### src/rtl/i2c_config_pkg.sv
// rtl/i2c_config_pkg.sv - shared state encoding and table constants for the I2C configuration sequencer
//
// Purpose: types and constants imported by i2c_config_sequencer and i2c_delay_timer.
// Ports: none (package).
package i2c_config_pkg;

  typedef enum logic [3:0] {
    IDLE,
    FETCH,
    LOAD,
    DECODE,
    WR_ISSUE,
    WR_ACCEPT,
    WR_WAIT,
    RD_ISSUE,
    RD_ACCEPT,
    RD_WAIT,
    FAIL,
    DELAY,
    NEXT,
    DONE,
    ERROR
  } state_t;

  // Table word that terminates the sequence early.
  localparam logic [15:0] END_MARKER = 16'hFFFF;
  // Register byte that turns an entry into a delay of data * DELAY_UNIT_US.
  localparam logic [7:0]  DELAY_REG  = 8'hFE;

  // clog2 that never returns 0, so degenerate parameters still give legal vector widths.
  function automatic int safe_clog2(input int value);
    return (value > 1) ? $clog2(value) : 1;
  endfunction

endpackage

### src/rtl/i2c_delay_timer.sv
// rtl/i2c_delay_timer.sv - microsecond prescaler plus unit down-counter for table delay entries
//
// Purpose: after load, counts count * DELAY_UNIT_US microseconds of clock time.
// Ports:
//   clock    in   system clock
//   reset    in   synchronous active-high reset
//   load     in   one-cycle pulse; latches count and restarts the prescaler
//   count    in   8-bit delay in DELAY_UNIT_US units
//   expired  out  high while no delay is pending (immediately after loading count=0)
module i2c_delay_timer
  import i2c_config_pkg::*;
#(
  parameter int CLOCK_FREQUENCY = 12000000,
  parameter int DELAY_UNIT_US   = 1000
) (
  input  logic       clock,
  input  logic       reset,
  input  logic       load,
  input  logic [7:0] count,
  output logic       expired
);

  localparam int CYCLES_PER_US = CLOCK_FREQUENCY / 1000000;
  localparam int PRE_W         = safe_clog2(CYCLES_PER_US);
  localparam int US_W          = safe_clog2(255 * DELAY_UNIT_US + 1);

  logic [PRE_W-1:0] prescale;
  logic [US_W-1:0]  remaining_us;

  // The prescaler only runs while microseconds remain, so an expired timer is fully idle.
  always_ff @(posedge clock) begin
    if (reset) begin
      prescale     <= '0;
      remaining_us <= '0;
    end else if (load) begin
      prescale     <= '0;
      remaining_us <= US_W'(int'(count) * DELAY_UNIT_US);
    end else if (remaining_us != '0) begin
      if (prescale == PRE_W'(CYCLES_PER_US - 1)) begin
        prescale     <= '0;
        remaining_us <= remaining_us - US_W'(1);
      end else begin
        prescale <= prescale + PRE_W'(1);
      end
    end
  end

  assign expired = (remaining_us == '0);

endmodule

### src/rtl/i2c_config_sequencer.sv
// rtl/i2c_config_sequencer.sv - walks a {register, data} ROM table and drives a single-byte I2C master
//
// Purpose: register-initialisation sequencer with retries, optional readback verify,
// inline delay entries and an end marker.
// Ports:
//   clock, reset              system clock, synchronous active-high reset
//   start                     one-cycle pulse; restarts the table from entry 0 (IDLE/DONE/ERROR only)
//   busy, done, error         status levels
//   errorIndex                failing entry index, valid while error=1
//   tableAddress, tableData   synchronous ROM interface, data one cycle after address
//   i2cStartWrite/Read        one-cycle start pulses to the master
//   i2cAddress                constant DEVICE_ADDRESS
//   i2cRegister, i2cData      register and write-data bytes, stable across a transaction
//   i2cDataOut                read result from the master
//   i2cBusy, i2cAckError      master status; the ack flag is valid when busy falls
module i2c_config_sequencer
  import i2c_config_pkg::*;
#(
  parameter int         CLOCK_FREQUENCY = 12000000,
  parameter int         NR_OF_ENTRIES   = 64,
  parameter logic [6:0] DEVICE_ADDRESS  = 7'h21,
  parameter int         MAX_RETRIES     = 3,
  parameter int         VERIFY_WRITES   = 0,
  parameter int         DELAY_UNIT_US   = 1000
) (
  input  logic                                  clock,
  input  logic                                  reset,
  input  logic                                  start,
  output logic                                  busy,
  output logic                                  done,
  output logic                                  error,
  output logic [safe_clog2(NR_OF_ENTRIES)-1:0]  errorIndex,
  output logic [safe_clog2(NR_OF_ENTRIES)-1:0]  tableAddress,
  input  logic [15:0]                           tableData,
  output logic                                  i2cStartWrite,
  output logic                                  i2cStartRead,
  output logic [6:0]                            i2cAddress,
  output logic [7:0]                            i2cRegister,
  output logic [7:0]                            i2cData,
  input  logic [7:0]                            i2cDataOut,
  input  logic                                  i2cBusy,
  input  logic                                  i2cAckError
);

  localparam int IDX_W   = safe_clog2(NR_OF_ENTRIES);
  localparam int RETRY_W = safe_clog2(MAX_RETRIES + 1);

  localparam logic [IDX_W-1:0]   LAST_INDEX  = IDX_W'(NR_OF_ENTRIES - 1);
  localparam logic [RETRY_W-1:0] RETRY_LIMIT = RETRY_W'(MAX_RETRIES);

  state_t               state;
  state_t               state_next;
  logic [IDX_W-1:0]     index;
  logic [RETRY_W-1:0]   retry_count;
  logic                 start_accept;
  logic                 delay_load;
  logic                 delay_expired;

  assign start_accept = start && ((state == IDLE) || (state == DONE) || (state == ERROR));

  always_ff @(posedge clock) begin
    if (reset) begin
      state <= IDLE;
    end else begin
      state <= state_next;
    end
  end

  // Entry index, retry count and the captured table word. i2cRegister/i2cData only
  // change in LOAD, which keeps them stable across every retry of an entry.
  always_ff @(posedge clock) begin
    if (reset) begin
      index       <= '0;
      retry_count <= '0;
      errorIndex  <= '0;
      i2cRegister <= '0;
      i2cData     <= '0;
    end else begin
      if (start_accept) begin
        index       <= '0;
        retry_count <= '0;
      end
      case (state)
        LOAD: begin
          i2cRegister <= tableData[15:8];
          i2cData     <= tableData[7:0];
        end
        FAIL: begin
          if (retry_count < RETRY_LIMIT) begin
            retry_count <= retry_count + RETRY_W'(1);
          end else begin
            errorIndex <= index;
          end
        end
        NEXT: begin
          retry_count <= '0;
          // The last entry ends the walk; the index is never wrapped.
          if (index != LAST_INDEX) begin
            index <= index + IDX_W'(1);
          end
        end
        default: begin
        end
      endcase
    end
  end

  always_comb begin
    state_next    = state;
    i2cStartWrite = 1'b0;
    i2cStartRead  = 1'b0;
    delay_load    = 1'b0;
    case (state)
      IDLE, DONE, ERROR: begin
        if (start) begin
          state_next = FETCH;
        end
      end
      FETCH: state_next = LOAD;
      LOAD:  state_next = DECODE;
      DECODE: begin
        if ({i2cRegister, i2cData} == END_MARKER) begin
          state_next = DONE;
        end else if (i2cRegister == DELAY_REG) begin
          delay_load = 1'b1;
          state_next = DELAY;
        end else begin
          state_next = WR_ISSUE;
        end
      end
      WR_ISSUE: begin
        i2cStartWrite = 1'b1;
        state_next    = WR_ACCEPT;
      end
      // The master raises busy a cycle after the pulse; waiting for it here keeps
      // WR_WAIT from mistaking the pre-start idle for a finished transfer.
      WR_ACCEPT: begin
        if (i2cBusy) begin
          state_next = WR_WAIT;
        end
      end
      WR_WAIT: begin
        if (!i2cBusy) begin
          if (i2cAckError) begin
            state_next = FAIL;
          end else if (VERIFY_WRITES != 0) begin
            state_next = RD_ISSUE;
          end else begin
            state_next = NEXT;
          end
        end
      end
      RD_ISSUE: begin
        i2cStartRead = 1'b1;
        state_next   = RD_ACCEPT;
      end
      RD_ACCEPT: begin
        if (i2cBusy) begin
          state_next = RD_WAIT;
        end
      end
      RD_WAIT: begin
        if (!i2cBusy) begin
          if (i2cAckError || (i2cDataOut != i2cData)) begin
            state_next = FAIL;
          end else begin
            state_next = NEXT;
          end
        end
      end
      FAIL: begin
        if (retry_count < RETRY_LIMIT) begin
          state_next = WR_ISSUE;
        end else begin
          state_next = ERROR;
        end
      end
      DELAY: begin
        if (delay_expired) begin
          state_next = NEXT;
        end
      end
      NEXT: begin
        if (index == LAST_INDEX) begin
          state_next = DONE;
        end else begin
          state_next = FETCH;
        end
      end
      default: state_next = IDLE;
    endcase
  end

  i2c_delay_timer #(
    .CLOCK_FREQUENCY(CLOCK_FREQUENCY),
    .DELAY_UNIT_US  (DELAY_UNIT_US)
  ) u_delay_timer (
    .clock  (clock),
    .reset  (reset),
    .load   (delay_load),
    .count  (i2cData),
    .expired(delay_expired)
  );

  assign busy         = !((state == IDLE) || (state == DONE) || (state == ERROR));
  assign done         = (state == DONE);
  assign error        = (state == ERROR);
  assign tableAddress = index;
  assign i2cAddress   = DEVICE_ADDRESS;

endmodule

### config.mk
export PLATFORM = sky130hd
export DESIGN_NAME = i2c_config_sequencer
export DESIGN_NICKNAME = d
export VERILOG_FILES = /design/src/rtl/i2c_config_pkg.sv /design/src/rtl/i2c_delay_timer.sv /design/src/rtl/i2c_config_sequencer.sv
export SDC_FILE = /design/constraint.sdc
export NUM_CORES = 1
export LEC_CHECK = 0
export ABC_CLOCK_PERIOD_IN_PS = 4050
export CAP_MARGIN = 40
export CORE_MARGIN = 1.5
export CORE_UTILIZATION = 50
export DETAILED_ROUTE_END_ITERATION = 7
export PLACE_DENSITY_LB_ADDON = 0.2
export SLEW_MARGIN = 20
export SYNTH_ARGS = -nofsm -noshare
export SYNTH_HDL_FRONTEND = slang
export SYNTH_SLANG_ARGS = --single-unit
### constraint.sdc
create_clock -name clock -period 4.05 [get_ports clock]
set_clock_uncertainty 0.1 [all_clocks]
set_input_delay 0.81 -clock clock [delete_from_list [all_inputs] [get_ports clock]]
set_output_delay 0.81 -clock clock [all_outputs]
set_load 0.02 [all_outputs]
==> impl_metrics.tcl <==
set metrics [dict create \
    yosysSeqAreaShare_pct 25.5 \
    cts_made_buffers 5 \
    power_mw 2.29 \
    syn_area_per_cell_um2 8.26 \
    ys_ff_latch 56 \
    r2r_end "u_delay_timer.remaining_us[17]$_SDFFE_PP0P_" \
    ys.flop_type "dfxtp_1" \
    fin_tns_setup_ps 0 \
    first_iter_violations 166 \
    antenna_cells 0 \
    critPathLaunch "i2cData[1]$_SDFFE_PP0P_" \
    synth_edf_count 0 \
    yosysTopAreaCellShare_pct 25.5 \
    holdWs_ps 362 \
    wl_per_cell_um 15.0 \
    synth-xor-area-share_pct 7.18 \
    clk_path_buf_depth 2 \
    overflow 0 \
    worstSetupStartpointType "flip-flop" \
    initial_core_util_pct 50.9 \
    cts_htree_levels 2 \
    finalHoldViolations 0 \
    cts_tree "built" \
    port-buffer-count 61 \
    ys_top_cells_by_area "dfxtp_1 (26%), ha_1 (13%), fa_1 (9.6%)" \
    crit_type "reg2reg" \
    area_growth_pct 24.1 \
    cellPowerDensity_mw_per_mm2 420 \
    rows 34 \
    outcome "finished, final reports clean" \
    rsz0062_at_grt "true" \
    dp_hpwl_um 7760 \
    yosys.area_share.simple_pct 20.8 \
    leakagePower_nw 2.23 \
    async_flop_share_pct 0 \
    die_h_um 96.7 \
    maxCapViolations 0 \
    cts_root_buf "clkbuf_8" \
    whs_endpoint "errorIndex[1]$_SDFFE_PP0P_" \
    ios 69 \
    die_x_um 96.7 \
    cts_hold_buf 0 \
    hold_depth 2 \
    yosysWarnings 0 \
    antenna_found_initial 0 \
    min_period_ps 4000 \
    clkTransAtPathRegs_ps 110 \
    post_drt_via_cell_ratio 5.64 \
    insertion_delay_ps 310 \
    critPathMaxFanout 4 \
    dpl.cell_count 696 \
    design.core.area_mm2 0.00864 \
    yosysUniqueCellTypes 59 \
    vdd.ir_drop.worst_uv 225 \
    netlist_instances 532 \
    drive_gt1_share_pct 11.5 \
    grt_pass1_vias 3806 \
    cts_sinks 56 \
    worstPathArrival_ps 4100 \
    rr_worst_depth 14 \
    synth_top_family_by_area "adder cells" \
    synth_area_mm2 0.00439 \
    muxShareOfSynthArea_pct 0.911 \
    drc 0 \
    period_share_pct 98.6 \
    grt_pass1_wl_um 17700 \
    reg2reg_from "i2cData[1]$_SDFFE_PP0P_" \
    synthAdderAreaFrac_pct 22.1 \
    tightest_slew_ps 713 \
    routed_wl_um 10600 \
    fillerInstances 746 \
    report.final.slew_viol_count 0 \
    die_area_mm2 0.00936 \
    setup_violations 0 \
    instances_no_fill 706 \
    grt_use_total_pct 22.2 \
    worstPathRequired_ps 4160 \
    ant_nets 0 \
    min_from "errorIndex[1]$_SDFFE_PP0P_" \
    rrSetupSlack_ps 50 \
    first_pass_iters 4 \
    placed_area_mm2 0.00518 \
    synth_area_leader_cell "dfxtp_1" \
    grt_start_max_net_pins 41 \
    dr_total_vias 3980 \
    place_congestion 0.897 \
    relSlewSlack_pct 52.4 \
    fmax_ghz 0.250 \
    synth_compound_area_share_pct 16.7 \
    layout.nets 691 \
    hp-class "reg2reg" \
    cp-end-kind "flip-flop" \
    finalInstanceArea_mm2 0.00545 \
]
-- cell type report --
class                      instances  area (µm²)  area share, %
multi-input combinational        412        3160           57.9
sequential                        56        1140           20.9
timing repair buffer              81         769           14.1
inverter                          41         154           2.82
tap                              108         135           2.48
clock buffer                       6        82.6           1.52
clock inverter                     2        13.8          0.253
-- through the flow --
stage / utilization (%) / setup slack, ps
after global placement: 59.7 / 56.5
after global routing: 63.1 / -113
after detailed placement: 60.0 / -11.6
after floorplan: - / 14.3
final: 63.1 / 54.7
after CTS: 61.2 / 7.96
-- cells by family after synthesis --
logic type | count (synthesis)
fa+ha+maj | 65
compound gates | 112
simple gates | 188
buf+inv | 69
flops | 56
other cells | 2
xor+xnor | 36
mux | 4
-- sequential cells by signal (all words and copies together) (netlist names) --
signal / count
u_delay_timer.remaining_us: 18
i2cData: 8
i2cRegister: 8
errorIndex: 6
tableAddress: 6
state: 4
u_delay_timer.prescale: 4
retry_count: 2
-- how the worst max path moves through the flow --
stage	endpoint	slack, ps
after global placement	u_delay_timer.remaining_us[17]$_SDFFE_PP0P_	60
after global routing	u_delay_timer.remaining_us[17]$_SDFFE_PP0P_	-110
after CTS	u_delay_timer.remaining_us[17]$_SDFFE_PP0P_	8
final	u_delay_timer.remaining_us[17]$_SDFFE_PP0P_	50
after detailed placement	u_delay_timer.remaining_us[17]$_SDFFE_PP0P_	-10
after floorplan	u_delay_timer.remaining_us[17]$_SDFFE_PP0P_	10
-- per-layer routing --
layer | part of all wire (%) | global-route usage (%)
met3 | 4.0 | 2.60
met5 | 0 | 0
met4 | 0.75 | 4.79
met1 | 46 | 31.9
met2 | 50 | 36.1
-- cells in the final DEF, fill, tap and decap left out, drive strengths merged, types with 2 or more instances in the layout --
cell	Yosys	layout
a2111oi	2	2
a211oi	13	13
a21o	6	6
a21oi	48	48
a311oi	2	2
a32oi	3	3
a41oi	2	2
and3	5	5
buf	9	21
clkbuf	19	6
clkdlybuf4s50	0	60
conb	2	7
dfxtp	56	56
fa	21	21
ha	44	44
inv	41	42
mux2i	4	4
nand2	65	65
nand2b	6	6
nand3	18	18
nand4	5	5
nor2	41	41
nor2b	3	3
nor3	16	16
nor4	8	8
o211ai	3	3
o21ai	9	9
o21bai	5	5
o22ai	5	5
o311ai	2	2
o31ai	3	3
or2	6	6
or3	6	6
or4	3	3
xnor2	25	25
xor2	11	11
-- report_power, final --
group	switching, mW	leakage, nW	internal, mW	total [mW]
sequential	0.107	0.456	0.596	0.702
combinational	0.689	1.72	0.568	1.26
clock	0.191	0.0516	0.141	0.332
total	0.986	2.23	1.30	2.29
-- cell usage after synthesis, types with 7 or more instances --
master     n
a211oi_1  11
a21oi_1   48
buf_4      8
clkbuf_1  19
dfxtp_1   56
fa_1      21
ha_1      44
inv_1     41
nand2_1   65
nand3_1   18
nor2_1    40
nor3_1    15
nor4_1     7
o21ai_0    8
xnor2_1   25
xor2_1    11
-- critical path: stages, from the launching register on --
cell and delay [ps]:
dfxtp_4 370, fa_1 500, xor2_1 180, ha_1 280
inv_1 50, fa_1 490, fa_1 530, inv_1 70
ha_4 270, o21ai_2 80, o211ai_1 160, a21oi_2 190
o21bai_1 110, a2111o_1 420, o211a_1 110
-- timing repair --
action,in CTS,in global routing
pin swaps,0,15
gates resized for setup,2,28
endpoints found under the setup margin,1,6
buffers inserted,0,2
(Power assumes the default switching activity.)
